File: src/rtl/vga_timing_pkg.sv
// Shared 640x480@60 Hz VGA timing constants and counter helpers.
// The figure generator reuses these constants for its screen limits.
package vga_timing_pkg;

    localparam int CLK_DIV  = 4;
    localparam int H_VIS    = 640;
    localparam int H_FP     = 16;
    localparam int H_SYNC   = 96;
    localparam int H_BP     = 48;
    localparam int V_VIS    = 480;
    localparam int V_FP     = 10;
    localparam int V_SYNC   = 2;
    localparam int V_BP     = 33;

    localparam int H_TOTAL  = H_VIS + H_FP + H_SYNC + H_BP;
    localparam int V_TOTAL  = V_VIS + V_FP + V_SYNC + V_BP;
    localparam int HS_START = H_VIS + H_FP;
    localparam int HS_END   = HS_START + H_SYNC - 1;
    localparam int VS_START = V_VIS + V_FP;
    localparam int VS_END   = VS_START + V_SYNC - 1;

    localparam int COORD_W  = 10;
    typedef logic [COORD_W-1:0] coord_t;

    function automatic logic in_window(input coord_t v, input coord_t lo, input coord_t hi);
        return (v >= lo) && (v <= hi);
    endfunction

    // Anything at or beyond the last count, including unreachable values, restarts at zero.
    function automatic coord_t next_count(input coord_t c, input coord_t last);
        if (c >= last) begin
            return {COORD_W{1'b0}};
        end else begin
            return c + coord_t'(1);
        end
    endfunction

endpackage

File: src/rtl/divisor_pixel.sv
// Mod-CLK_DIV counter producing a one-clock pixel-rate enable.
module divisor_pixel #(
    parameter int CLK_DIV = 4
) (
    input  logic i_clk,
    input  logic i_rst_n,
    output logic o_p_tick
);

    localparam int            DW   = (CLK_DIV > 1) ? $clog2(CLK_DIV) : 1;
    localparam logic [DW-1:0] LAST = DW'(CLK_DIV - 1);

    logic [DW-1:0] r_div;

    // Free-running divider, restarts at zero after the last phase.
    always_ff @(posedge i_clk or negedge i_rst_n) begin
        if (!i_rst_n) begin
            r_div <= {DW{1'b0}};
        end else if (r_div >= LAST) begin
            r_div <= {DW{1'b0}};
        end else begin
            r_div <= r_div + DW'(1);
        end
    end

    assign o_p_tick = (r_div == LAST);

endmodule

File: src/rtl/sincronizacion_vga.sv
// VGA timing generator: pixel/line counters, visible flag and registered syncs
// that change on the same edge as the coordinates they describe.
module sincronizacion_vga
    import vga_timing_pkg::coord_t;
    import vga_timing_pkg::in_window;
    import vga_timing_pkg::next_count;
#(
    parameter int CLK_DIV = vga_timing_pkg::CLK_DIV,
    parameter int H_VIS   = vga_timing_pkg::H_VIS,
    parameter int H_FP    = vga_timing_pkg::H_FP,
    parameter int H_SYNC  = vga_timing_pkg::H_SYNC,
    parameter int H_BP    = vga_timing_pkg::H_BP,
    parameter int V_VIS   = vga_timing_pkg::V_VIS,
    parameter int V_FP    = vga_timing_pkg::V_FP,
    parameter int V_SYNC  = vga_timing_pkg::V_SYNC,
    parameter int V_BP    = vga_timing_pkg::V_BP
) (
    input  logic       clk,
    input  logic       reset,
    output logic       hsync,
    output logic       vsync,
    output logic       video_on,
    output logic       p_tick,
    output logic [9:0] pixel_x,
    output logic [9:0] pixel_y,
    output logic       frame_start
);

    localparam coord_t H_LAST   = coord_t'(H_VIS + H_FP + H_SYNC + H_BP - 1);
    localparam coord_t V_LAST   = coord_t'(V_VIS + V_FP + V_SYNC + V_BP - 1);
    localparam coord_t H_VIS_C  = coord_t'(H_VIS);
    localparam coord_t V_VIS_C  = coord_t'(V_VIS);
    localparam coord_t HS_START = coord_t'(H_VIS + H_FP);
    localparam coord_t HS_END   = coord_t'(H_VIS + H_FP + H_SYNC - 1);
    localparam coord_t VS_START = coord_t'(V_VIS + V_FP);
    localparam coord_t VS_END   = coord_t'(V_VIS + V_FP + V_SYNC - 1);

    logic   w_p_tick;
    logic   w_wrap;
    coord_t w_h_next;
    coord_t w_v_next;
    coord_t r_h;
    coord_t r_v;
    logic   r_hsync;
    logic   r_vsync;
    logic   r_frame_start;

    divisor_pixel #(
        .CLK_DIV (CLK_DIV)
    ) u_divisor_pixel (
        .i_clk    (clk),
        .i_rst_n  (reset),
        .o_p_tick (w_p_tick)
    );

    // Next counter values; an out-of-range line count also resyncs on the next tick.
    always_comb begin
        w_h_next = r_h;
        w_v_next = r_v;
        if (w_p_tick) begin
            w_h_next = next_count(r_h, H_LAST);
            if ((r_h == H_LAST) || (r_v > V_LAST)) begin
                w_v_next = next_count(r_v, V_LAST);
            end else begin
                w_v_next = r_v;
            end
        end else begin
            w_h_next = r_h;
            w_v_next = r_v;
        end
    end

    assign w_wrap = w_p_tick && (r_h == H_LAST) && (r_v == V_LAST);

    // Counters and syncs share one load so sync edges line up with the coordinates.
    always_ff @(posedge clk or negedge reset) begin
        if (!reset) begin
            r_h           <= 10'd0;
            r_v           <= 10'd0;
            r_hsync       <= 1'b1;
            r_vsync       <= 1'b1;
            r_frame_start <= 1'b0;
        end else begin
            r_frame_start <= w_wrap;
            if (w_p_tick) begin
                r_h     <= w_h_next;
                r_v     <= w_v_next;
                r_hsync <= ~in_window(w_h_next, HS_START, HS_END);
                r_vsync <= ~in_window(w_v_next, VS_START, VS_END);
            end
        end
    end

    assign hsync       = r_hsync;
    assign vsync       = r_vsync;
    assign p_tick      = w_p_tick;
    assign pixel_x     = r_h;
    assign pixel_y     = r_v;
    assign frame_start = r_frame_start;
    assign video_on    = (r_h < H_VIS_C) && (r_v < V_VIS_C);

endmodule

File: config.mk
export PLATFORM = sky130hd
export DESIGN_NAME = sincronizacion_vga
export DESIGN_NICKNAME = d
export VERILOG_FILES = /design/src/rtl/vga_timing_pkg.sv /design/src/rtl/divisor_pixel.sv /design/src/rtl/sincronizacion_vga.sv
export SDC_FILE = /design/constraint.sdc
export NUM_CORES = 1
export LEC_CHECK = 0
export ABC_AREA = 1
export BUFFER_PORTS_ARGS = -buffer_cell sky130_fd_sc_hd__buf_2
export CELL_PAD_IN_SITES_DETAIL_PLACEMENT = 0
export CELL_PAD_IN_SITES_GLOBAL_PLACEMENT = 2
export CORE_MARGIN = 4
export CORE_UTILIZATION = 29
export DETAILED_ROUTE_END_ITERATION = 8
export PLACE_DENSITY = 0.77
export SLEW_MARGIN = 20
export SYNTH_ARGS = -nofsm -noshare
export SYNTH_HDL_FRONTEND = slang
export SYNTH_SLANG_ARGS = --single-unit
export TNS_END_PERCENT = 1
File: constraint.sdc
create_clock -name clk -period 1.9 [get_ports clk]
set_clock_uncertainty 0.1 [all_clocks]
set_input_delay 0.095 -clock clk [delete_from_list [all_inputs] [get_ports clk]]
set_output_delay 0.095 -clock clk [all_outputs]
set_load 0.03 [all_outputs]
Yosys cells after proc, flatten, opt, wreduce, memory -nomap -nowiden
Index checks and enable logic that the tools add are counted.
{"block": "word_totals", "register_bits": 25, "elab_cells": 36}
{"block": "classes", "add_sub_neg": 3, "n_lt_le_gt_ge": 10, "n_bitwise": 2, "n_mux": 6, "n_reduce_logical": 6, "eq_ne": 3}
{"cell": "10-bit two-way mux", "count": 5}
{"cell": "10-bit greater-or-equal comparator, second input constant", "count": 3}
{"cell": "10-bit by 1-bit adder with 10-bit output, second input constant", "count": 2}
{"cell": "10-bit equality test, second input constant", "count": 2}
{"cell": "10-bit by 9-bit greater-or-equal comparator with 1-bit output, second input constant", "count": 1}
{"cell": "10-bit > comparator, second input constant", "count": 1}
{"cell": "10-bit <= comparator, second input constant", "count": 1}
{"cell": "10-bit by 9-bit <= comparator with 1-bit output, second input constant", "count": 1}
{"cell": "10-bit less-than comparator, second input constant", "count": 1}
{"cell": "10-bit by 9-bit less-than comparator with 1-bit output, second input constant", "count": 1}
{"cell": "1-bit logical AND", "count": 5}
{"cell": "2-bit by 1-bit adder with 2-bit output, second input constant", "count": 1}
{"cell": "2-bit equality test, second input constant", "count": 1}
{"cell": "2-bit greater-or-equal comparator, second input constant", "count": 1}
{"cell": "2-bit two-way mux", "count": 1}
{"cell": "1-bit inverter", "count": 2}
{"cell": "1-bit logical OR", "count": 1}

Logic depth before layout (Yosys ltp)
Gate-level depths: netlist of the first run.
{"block": "logic_depth", "ltp_word": 7, "mapped_depth": 16}

By module
A second synthesis of the first run with hierarchy kept.
{"block": "hier_totals", "cells_unflattened": 223, "area_unflattened_um2": 1594.0}
{"mod": "sincronizacion_vga", "cells_each": 219, "area_per_inst_um2": 1527.7, "n_inst": 1}
{"mod": "divisor_pixel", "cells_each": 4, "area_per_inst_um2": 66.3, "n_inst": 1}

Least setup slack after synthesis of the first run
Ideal clock, no wire load.
{"block": "synth_path", "kind": "register to output", "start": "register r_h[9] (netlist: pixel_x[9])", "end": "output port video_on", "required_time_ns": 1.705, "arrival_time_ns": 2.235, "path_slack_ns": -0.530, "stages_incl_launch_ff": 4, "cell_sequence": "dfrtp_1 nand2_1 inv_1 a2111oi_0"}
{"block": "synth_via", "elab_chain_len": 2}
{"item": "start, declared", "line_no": "sincronizacion_vga.sv:42", "rtl": "coord_t r_h;"}
{"item": "start signal, assigned", "line_no": "sincronizacion_vga.sv:86", "rtl": "r_h <= w_h_next;"}
{"item": "10-bit less-than comparator", "line_no": "sincronizacion_vga.sv:100", "rtl": "assign video_on = (r_h < H_VIS_C) && (r_v < V_VIS_C);"}
{"item": "1-bit logical AND", "line_no": "sincronizacion_vga.sv:100"}
{"item": "end, declared", "line_no": "sincronizacion_vga.sv:22", "rtl": "output logic video_on,"}
Every way passes these cells.

Worst setup path in the final report of the first run
{"block": "layout_path", "start": "register r_v[0] (netlist: pixel_y[0])", "end": "register r_vsync (netlist: vsync)"}
{"block": "layout_via", "elab_chain_len": 7, "elab_cells_between_ends": 11, "cone_classes": "1 x add/sub; 4 x order compare; 3 x mux; 1 x bitwise; 2 x reduce/logical"}
{"item": "start, declared", "line_no": "sincronizacion_vga.sv:43", "rtl": "coord_t r_v;"}
{"item": "start signal, assigned", "line_no": "sincronizacion_vga.sv:87", "rtl": "r_v <= w_v_next;"}
{"item": "10-bit by 1-bit adder with 10-bit output (tied with other cells)", "line_no": "vga_timing_pkg.sv:34", "rtl": "return c + coord_t'(1);"}
{"item": "10-bit two-way mux or 1-bit logical OR (tied branches)", "line_no": "vga_timing_pkg.sv:31, sincronizacion_vga.sv:62"}
{"item": "10-bit two-way mux", "line_no": "sincronizacion_vga.sv:62", "rtl": "if ((r_h == H_LAST) || (r_v > V_LAST)) begin"}
{"item": "10-bit two-way mux *", "line_no": "sincronizacion_vga.sv:60", "rtl": "if (w_p_tick) begin"}
{"item": "10-bit by 9-bit greater-or-equal comparator with 1-bit output or 10-bit by 9-bit <= comparator with 1-bit output (tied branches)", "line_no": "vga_timing_pkg.sv:26", "rtl": "return (v >= lo) && (v <= hi);"}
{"item": "1-bit logical AND *", "line_no": "vga_timing_pkg.sv:26"}
{"item": "1-bit inverter *", "line_no": "sincronizacion_vga.sv:89", "rtl": "r_vsync <= ~in_window(w_v_next, VS_START, VS_END);"}
{"item": "end signal, assigned", "line_no": "sincronizacion_vga.sv:89"}
{"item": "end, declared", "line_no": "sincronizacion_vga.sv:45", "rtl": "logic r_vsync;"}
Every way passes the cells marked *; elsewhere a longest branch is shown, timed or not.
A chain may end at the register's enable or synchronous reset.

==> results of run 1 <==
per-layer routing:
layer	track usage [%]	share of wire, %
met1	20.5	51
met2	21.0	45
met3	1.77	3.6
met4	3.04	0.59
met5	0	0
where the power goes:
group	internal (uW)	switching (uW)	total (uW)	leakage, uW
logic	2.07	10.4	12.4	0.000880
registers	532	0	532	0.000326
clock network	147	173	320	0.0000255
total	680	184	864	0.00123
logic make-up (layout without fill, tap and decap cells):
| logic type | Yosys count | after routing | synth area share (%) |
|---|---|---|---|
| adders and majority gates | 4 | 4 | 3.21 |
| buffers and inverters | 36 | 111 | 9.23 |
| xor gates and xnor gates | 3 | 3 | 1.69 |
| AOI/OAI and AO/OA | 14 | 14 | 5.62 |
| DFF | 25 | 25 | 40.3 |
| and+or+nand+nor | 132 | 133 | 40.0 |
through the flow:
stage                     setup WS (ns)  setup TNS (ns)  total power [uW]
final                           -0.0647         -0.0647               864
after CTS                       -0.0603         -0.0603               883
after detailed placement         -0.179          -0.179               554
after global placement           -0.203          -0.203               554
after floorplan                 -0.0857          -0.138               542
after global routing             -0.199          -0.350               910
critical path: cells and delay by family, from the launching register on:
family	cells	cell delay, ns
simple gates	7	0.79
flops	1	0.42
buf+inv	3	0.23
compound gates	1	0.20
fa+ha+maj	1	0.17
area by class of cell:
cell class / instances / area, sq um
clock buffers: 3 / 41.3
multi-input cells: 154 / 876
clock inverters: 1 / 5.00
well taps: 70 / 87.6
flip-flops and latches: 25 / 629
inverters: 34 / 128
repair buffers: 73 / 493
fillers: 537 / 2910
state kept, by name (all words and copies together) (netlist names):
signal                 count
u_divisor_pixel.r_div      2
vsync                      1
hsync                      1
pixel_x                   10
pixel_y                   10
frame_start                1
worst paths after layout:
path	from	to	slack, ns
setup / recovery	pixel_y[0]	vsync	-0.06
hold / removal	reset	pixel_x[4]	0.25
setup reg to reg	pixel_y[0]	vsync	-0.06
hold reg to reg	u_divisor_pixel.r_div[0]	u_divisor_pixel.r_div[0]	0.35
max in group asynchronous	reset	pixel_y[8]	1.04
min in group clk	u_divisor_pixel.r_div[0]	u_divisor_pixel.r_div[0]	0.35
Yosys cell counts (all sizes together):
library cell | count | area share, %
a2111oi | 1 | 0.56
a21oi | 6 | 1.9
a22oi | 1 | 0.80
buf | 2 | 1.0
dfrtp | 23 | 37
dfstp | 2 | 3.4
ha | 4 | 3.2
inv | 34 | 8.2
nand2 | 65 | 17
nand3 | 18 | 6.9
nand3b | 2 | 0.96
nand4 | 2 | 1.2
nor2 | 38 | 11
nor3 | 6 | 2.6
nor3b | 1 | 0.48
o21ai | 5 | 1.8
o21bai | 1 | 0.48
xor2 | 3 | 1.7
timing repair:
item / 4_1_cts / 5_1_grt
hold buffers: 1 / 0
endpoints found under the setup margin: 1 / 2
pin swaps: 5 / 11
cloned: 0 / 1
setup buffers: 7 / 4
hold endpoints to repair: 23 / 0
resized for setup: 8 / 16
==> metrics.txt, run 1 <==
wire per inst=11.8 um; final hold slack=0.255 ns; Root Driver=clkbuf_8; critical path startpoint category=flop; Final Cycle Share=103%; first-pass GRT wire length=7.02 mm; CTS tree=done; Reg clk slew, reported paths=0.09 ns; final hold viol count=0; die width=81.3 um; P&R area growth vs syn=44.9%; Worst Path Max Fanout=5; # diodes=0; Congestion Overflow GR=0; Non-Filler Instances=360; die area=0.00661 sq mm; Final #Nets=between 200 and 300; share of the core filled with cells=43.7%; via count=around 1,500; largest net degree at the start of global routing=26; cell area after layout=0.00226 sq mm; critical path capture point type=flop; crit-path cells=inv_1 > ha_2 > inv_2 > nor2_4 > nand4_4 > nand3_4 > nand2_8 > buf_6 > a22oi_2 > nand3_1 > nor2_2 > nor2_1; Critical Path AT=2.07 ns; pwr/cell area=382 mW/mm^2; share of layout cells above drive strength 1=39.7%; fmax=509 MHz; Cell variety after synth=30; num ports=27; Peak VDD IR=0.184 mV; final antenna-violating net count=0; commonest non-fill, non-tap cell in the layout=nand2_1; initial drt markers=75; IO buf count=26; Crit path largest cell delay=0.42 ns; Inst Count DP=around 340; # DRC=0; GRT Overall Usage=13.7%; Final WS setup=-0.0647 ns; Slowest-stage cell, CP=dfrtp_1; Clock Tree Buf Depth=2; Cell Area, Placed=around 0.0020 sq mm; Die H=81.3 um; first drt pass iteration count=4; dpl hpwl=3.31 mm; Worst Reg-to-Reg Cells=12; CTS Buf Count=3; max capacitance violation total=0; FP Rows=26; DRT Wirelength=4.25 mm; Worst Tran Pin Value=0.569 ns; Mean Syn Cell Area=7.29 sq um; vias in the first global route=1,451; Yosys warnings=0; WS Path Type=reg -> reg; Slew Viols, Final=0; synthesized cell area=0.00156 sq mm; Mapped Cells=214; Sink Count=25; register area share after synthesis=between 40% and 50%; LEAKAGE=0.00123 uW; final setup fails=1; Core ar.=between 0.005 and 0.006 sq mm; failing checks=negative setup slack; clock latency on the worst-skew pair=0.27 ns; post-synth net total=220; slew margin rel.=slightly above 60%; RSZ-0062 raised after global routing=true; most frequent cells in the layout=nand2_1 (59), buf_4 (44), inv_1 (29), nor2_1 (26), buf_2 (26); status=finished, violations left; required time worst endpoint=2.01 ns; H-tree levels=1; initial antenna violation count=0; drt via density=4.29; min cycle time layout=1.96 ns; #FFs+latches synth=25; Initial Util=30.1%; final RePlAce weighted congestion=0.763; HP Class=in -> async
(Power assumes the default switching activity.)
==> run 2: changes to the inputs <==
- CORE_UTILIZATION: 29 -> 28
- PLACE_DENSITY: 0.77 -> 0.78
- clock period: 1.9 -> 1.69 ns (I/O delays scaled with it)
==> metrics.txt, run 2 (same netlist as run 1, synthesis figures left out) <==
Final Cycle Share=113% (+9.4 points); CTS Buf Count=3 (unchanged); max capacitance violation total=0 (unchanged); largest net degree at the start of global routing=26 (unchanged); met1 WL=2.24 mm (+3.7%); WS Path Type=reg -> reg; die area=0.00683 sq mm (+3.2%); Sink Count=25 (unchanged); final setup fails=5 (+4); DR top layer=met4; Worst Path Max Fanout=6 (+1); worst r2r src=pixel_x[0]; IO buf count=26 (unchanged); final antenna-violating net count=0 (unchanged); met3 wire len=163 um (+6.5%); Core ar.=0.00524 sq mm (+1.3%); min cycle time layout=1.91 ns (-0.0581 ns); critical path startpoint category=flop; r2r endpoint=vsync; status=finished, violations left; Critical Path AT=2.02 ns (-0.05 ns); P&R area growth vs syn=65.8%; wire per inst=11.8 um (-0.17%); CTS tree=done; Reg clk slew, reported paths=0.09 ns (about the same); Die H=82.6 um (+1.6%); # diodes=0 (unchanged); Non-Filler Instances=388 (+7.8%); failing checks=negative setup slack; Peak VDD IR=0.232 mV (+26%); Inst Count DP=367 (+7.0%); WL met2=2.08 mm (+8.7%); GRT Overall Usage=14.6% (+0.90 points); Worst Tran Pin Value=0.578 ns (+0.00911 ns); share of the core filled with cells=49.4% (+5.7 points); Final #Nets=325 (+9.4%); slew margin rel.=61.5% (-0.61 points); first drt pass iteration count=4 (unchanged); final RePlAce weighted congestion=0.804 (+5.4%); RSZ-0062 raised after global routing=true; cell area after layout=0.00258 sq mm (+14%); Congestion Overflow GR=0 (unchanged); num ports=27 (unchanged); final hold viol count=0 (unchanged); Clock Tree Buf Depth=2 (unchanged); Initial Util=29.8% (-0.37 points); first-pass GRT wire length=7.62 mm (+8.5%); die width=82.6 um (+1.6%); vias in the first global route=1,648 (+14%); Root Driver=clkbuf_8; share of layout cells above drive strength 1=51.6% (+12 points); initial antenna violation count=0 (unchanged); LEAKAGE=0.00139 uW (+13%); Cell Area, Placed=0.00221 sq mm (+8.9%); DRT Wirelength=4.58 mm (+7.6%); Worst Reg-to-Reg Cells=13 (+1); drt via density=4.30 (+0.17%); H-tree levels=1 (unchanged); # DRC=0 (unchanged); via count=1,668 (+8.0%); commonest non-fill, non-tap cell in the layout=buf_4; HP Class=in -> async; FP Rows=26 (unchanged); Slew Viols, Final=0 (unchanged); most frequent cells in the layout=buf_4 (73), nand2_1 (49), nor2_1 (26), inv_1 (26), buf_2 (25); R2R setup slack=-0.22 ns (-0.15 ns); critical path capture point type=flop; Final WS setup=-0.217 ns (-0.152 ns); dpl hpwl=3.34 mm (+0.92%); required time worst endpoint=1.80 ns (-0.21 ns); fmax=524 MHz (+3.0%); clock latency on the worst-skew pair=0.27 ns (about the same); initial drt markers=86 (+15%); pwr/cell area=378 mW/mm^2 (-1.2%)
## run 2: cell count changes in the layout (fill, tap and decap cells not counted), sizes merged
cell    before  now
nand2       66   65
clkbuf       3    4
buf         72  101
clkinv       1    0
## run 2: worst max-delay path: stages, from the launching register on
cell and delay [ns]:
dfrtp_1 0.36, ha_2 0.19, inv_2 0.05, nor2_4 0.11
nand2_2 0.07, nor2_4 0.12, nand2_4 0.10, nand2_8 0.11
buf_8 0.13, nand2_2 0.05, a22oi_2 0.18, nand3_1 0.11
nor2_1 0.11, nor2_1 0.05
## run 2: per-stage QoR
stage / total power (uW) / setup WS (ns) / TNS (ns) / hold WS, ns
finish: 977 / -0.217 / -0.630 / 0.238
global route: 1020 / -0.344 / -1.99 / 0.301
floorplan: 610 / -0.296 / -0.851 / -0.311
CTS: 992 / -0.192 / -0.427 / 0.251
detailed placement: 623 / -0.314 / -0.576 / 0.0184
global placement: 623 / -0.333 / -0.674 / 0.0159
## run 2: power by group
group	leakage, uW	switching, uW	internal [uW]
Clock	0.0000228	196	169
Combinational	0.00104	11.8	2.33
Sequential	0.000326	0	598
## run 2: cell type report
cell class,count,area (sq um)
Multi-Input combinational cell,153,972
Fill cell,533,2650
Tap cell,70,87.6
Inverter,34,130
Timing Repair Buffer,102,721
Sequential cell,25,629
Clock buffer,4,45.0
## run 2: how the worst max path moves through the flow
stage | start | to | slack, ns | cells after the start
floorplan | u_divisor_pixel.r_div[0] | hsync | -0.30 | 11
global placement | pixel_y[0] | vsync | -0.33 | 12
detailed placement | pixel_y[0] | vsync | -0.31 | 12
CTS | pixel_y[1] | vsync | -0.19 | 15
global route | pixel_x[0] | vsync | -0.34 | 15
finish | pixel_x[0] | vsync | -0.22 | 13
## run 2: what timing repair did
action                     4_1_cts  5_1_grt
setup endpoints to repair        9       16
hold endpoints to repair        23        0
pin swaps                       17       21
gates cloned                     0        0
hold buffers                     1        0
setup buffers                   13        3
resized for setup               23       35
## run 2: per-layer routing
layer | global-route usage [%] | vias to the layer above
li1 | - | 872
met5 | 0 | -
met3 | 1.30 | 7
met2 | 23.1 | 32
met1 | 20.9 | 757
met4 | 5.07 | 0
==> run 3: changes to the inputs <==
- SYNTH_HIERARCHICAL: unset -> 1
==> metrics.txt, run 3 <==
cell area after layout=0.00254 sq mm (-1.9%); failing checks=negative setup slack; largest cells by area after synthesis=dfrtp_1 (36%), nand2_1 (16%), inv_1 (6.6%), nand3_1 (6.6%), nor2_1 (6.4%); final hold viol count=0 (unchanged); Worst Path Max Fanout=4 (-2); Congestion Overflow GR=0 (unchanged); slew margin rel.=62.1% (+0.62 points); die width=83.5 um (+1.0%); status=finished, violations left; Synth async-reset ratio=100% (unchanged); Crit path largest cell delay=0.38 ns (+0.02 ns); Sink Count=25 (unchanged); crit-path cells=buf_4 > inv_2 > nand2_2 > o21ai_2 > nand2_4 > buf_6 > nor3_4 > nand2_2 > nand2_2 > inv_2 > nor2_2 > nand2_1 > nor2_1 > nor2_1; GRT Overall Usage=13.6% (-1.1 points); Worst Tran Pin Value=0.568 ns (-0.00927 ns); Critical Path AT=1.96 ns (-0.06 ns); IO buf count=26 (unchanged); H-tree levels=1 (unchanged); Core ar.=0.00551 sq mm (+5.1%); max capacitance violation total=0 (unchanged); Initial Util=28.9% (-0.82 points); Peak VDD IR=0.252 mV (+8.7%); Post-synth EDFFs=0 (unchanged); clock latency on the worst-skew pair=0.26 ns (about the same); required time worst endpoint=1.79 ns (about the same); Mapped Cells=223 (+4.2%); Clock Tree Buf Depth=2 (unchanged); Crit path buffers/inverters=4 (+2); HP Class=in -> async; synthesized cell area=0.00159 sq mm (+2.2%); Die H=83.5 um (+1.0%); Final Cycle Share=110% (-3.0 points); top_reg_cell synth=dfrtp_1; Final WS setup=-0.166 ns (+0.0507 ns); initial drt markers=52 (-40%); post-synth net total=229 (+4.1%); die area=0.00696 sq mm (+2.0%); most frequent cells in the layout=buf_4 (63), nand2_1 (53), buf_2 (25), inv_1 (23), dfrtp_1 (23); Root Driver=clkbuf_8; final RePlAce weighted congestion=0.892 (+11%); CTS Buf Count=3 (unchanged); commonest non-fill, non-tap cell in the layout=buf_4; Slew Viols, Final=0 (unchanged); critical path capture point type=flop; dpl hpwl=3.56 mm (+6.6%); min cycle time layout=1.86 ns (-0.0507 ns); # DRC=0 (unchanged); final hold slack=0.240 ns (+0.00159 ns); num ports=27 (unchanged); Power Total=960 uW (-1.7%); Setup TNS Final=-0.316 ns (+0.315 ns); initial antenna violation count=0 (unchanged); post-synth top area share=36.1% (-0.81 points); Reg clk slew, reported paths=0.08 ns (about the same); most used cell, CP=nand2_2; Cell variety after synth=28 (-6.7%); register area share after synthesis=39.4% (-0.89 points); LEAKAGE=0.00135 uW (-3.3%); #FFs+latches synth=25 (unchanged); pwr/cell area=378 mW/mm^2 (+0.15%); final antenna-violating net count=0 (unchanged); drt via density=4.42 (+2.9%); Slowest-stage cell, CP=dfrtp_1; Final #Nets=326 (+0.31%); FP Rows=27 (+3.8%); fmax=539 MHz (+2.7%); largest net degree at the start of global routing=26 (unchanged); CTS tree=done; share of layout cells above drive strength 1=49.2% (-2.4 points); Mean Syn Cell Area=7.15 sq um (-1.9%); wire per inst=11.6 um (-1.5%); via count=1,729 (+3.7%); Yosys warnings=6 (+6); WS Path Type=reg -> reg; P&R area growth vs syn=59.1%; vias in the first global route=1,731 (+5.0%); most instantiated cells after synthesis=nand2_1 (66), inv_1 (28), nor2_1 (27); Cell Area, Placed=0.00226 sq mm (+2.4%); first-pass GRT wire length=7.90 mm (+3.6%); DRT Wirelength=4.54 mm (-0.72%); largest delay contributor family on the critical path=simple AND/OR/NAND/NOR gates; critical path startpoint category=flop; post-synth top area cell=dfrtp_1; # diodes=0 (unchanged); RSZ-0062 raised after global routing=true; count leader, synth=nand2_1; final setup fails=4 (-1); first drt pass iteration count=4 (unchanged)
[run 3: logic make-up (layout without fill, tap and decap cells)]
family	Yosys count	in the layout	share of synthesized area [%]
AOI/OAI and AO/OA	23	23	9.18
xor gates and xnor gates	1	1	0.550
buffers and inverters	38	134	9.42
adders and majority gates	4	4	3.14
and+or+nand+nor	132	132	38.3
DFF	25	25	39.4
[run 3: repair_timing]
action                                  4_1_cts  5_1_grt
hold buffers                                  1        0
endpoints found under the hold margin        23        0
resized for setup                            21       29
endpoints found under the setup margin       10       18
setup buffers                                 4        3
cloned                                        0        0
pin swaps                                     6       16
[run 3: layout make-up]
cell class / count / area, sq um
Tap cell: 72 / 90.1
Inverter: 36 / 138
Fill cell: 578 / 2970
Sequential cell: 25 / 628
Clock buffer: 4 / 45.0
Timing Repair Buffer: 94 / 664
Multi-Input combinational cell: 160 / 971
[run 3: worst paths after layout]
path | cells after the start | endpoint | from | slack (ns)
min | 2 | pixel_x[7] | reset | 0.24
max | 14 | vsync | pixel_y[7] | -0.17
min reg2reg | 1 | u_divisor_pixel/r_div[0] | u_divisor_pixel/r_div[0] | 0.33
max reg2reg | 14 | vsync | pixel_y[7] | -0.17
max in group asynchronous | 2 | pixel_y[4] | reset | 0.87
min in group clk | 1 | u_divisor_pixel/r_div[0] | u_divisor_pixel/r_div[0] | 0.33
[run 3: where the power goes]
| group | total (uW) | switching [uW] | internal [uW] |
|---|---|---|---|
| combinational | 13.9 | 11.6 | 2.32 |
| clock | 348 | 180 | 168 |
| sequential | 598 | 0 | 598 |
| total | 960 | 191 | 768 |
[run 3: metal layers]
layer  wire length [um]  track usage (%)  part of all wire [%]  vias to the layer above
met1               2120             17.8                    47                      801
li1                   -                -                     -                      898
met5                  0                0                     0                        -
met3                161             1.78                   3.5                        2
met4                 15             2.19                  0.33                        0
met2               2250             24.1                    50                       28
[run 3: metrics by stage]
stage | std cells | setup WS [ns] | util [%]
6_report | 391 | -0.166 | 46.1
5_1_grt | 391 | -0.324 | 46.1
3_3_place_gp | 380 | -0.211 | 41.1
2_1_floorplan | 223 | -0.324 | -
3_5_place_dp | 380 | -0.260 | 41.1
4_1_cts | 388 | -0.158 | 43.9
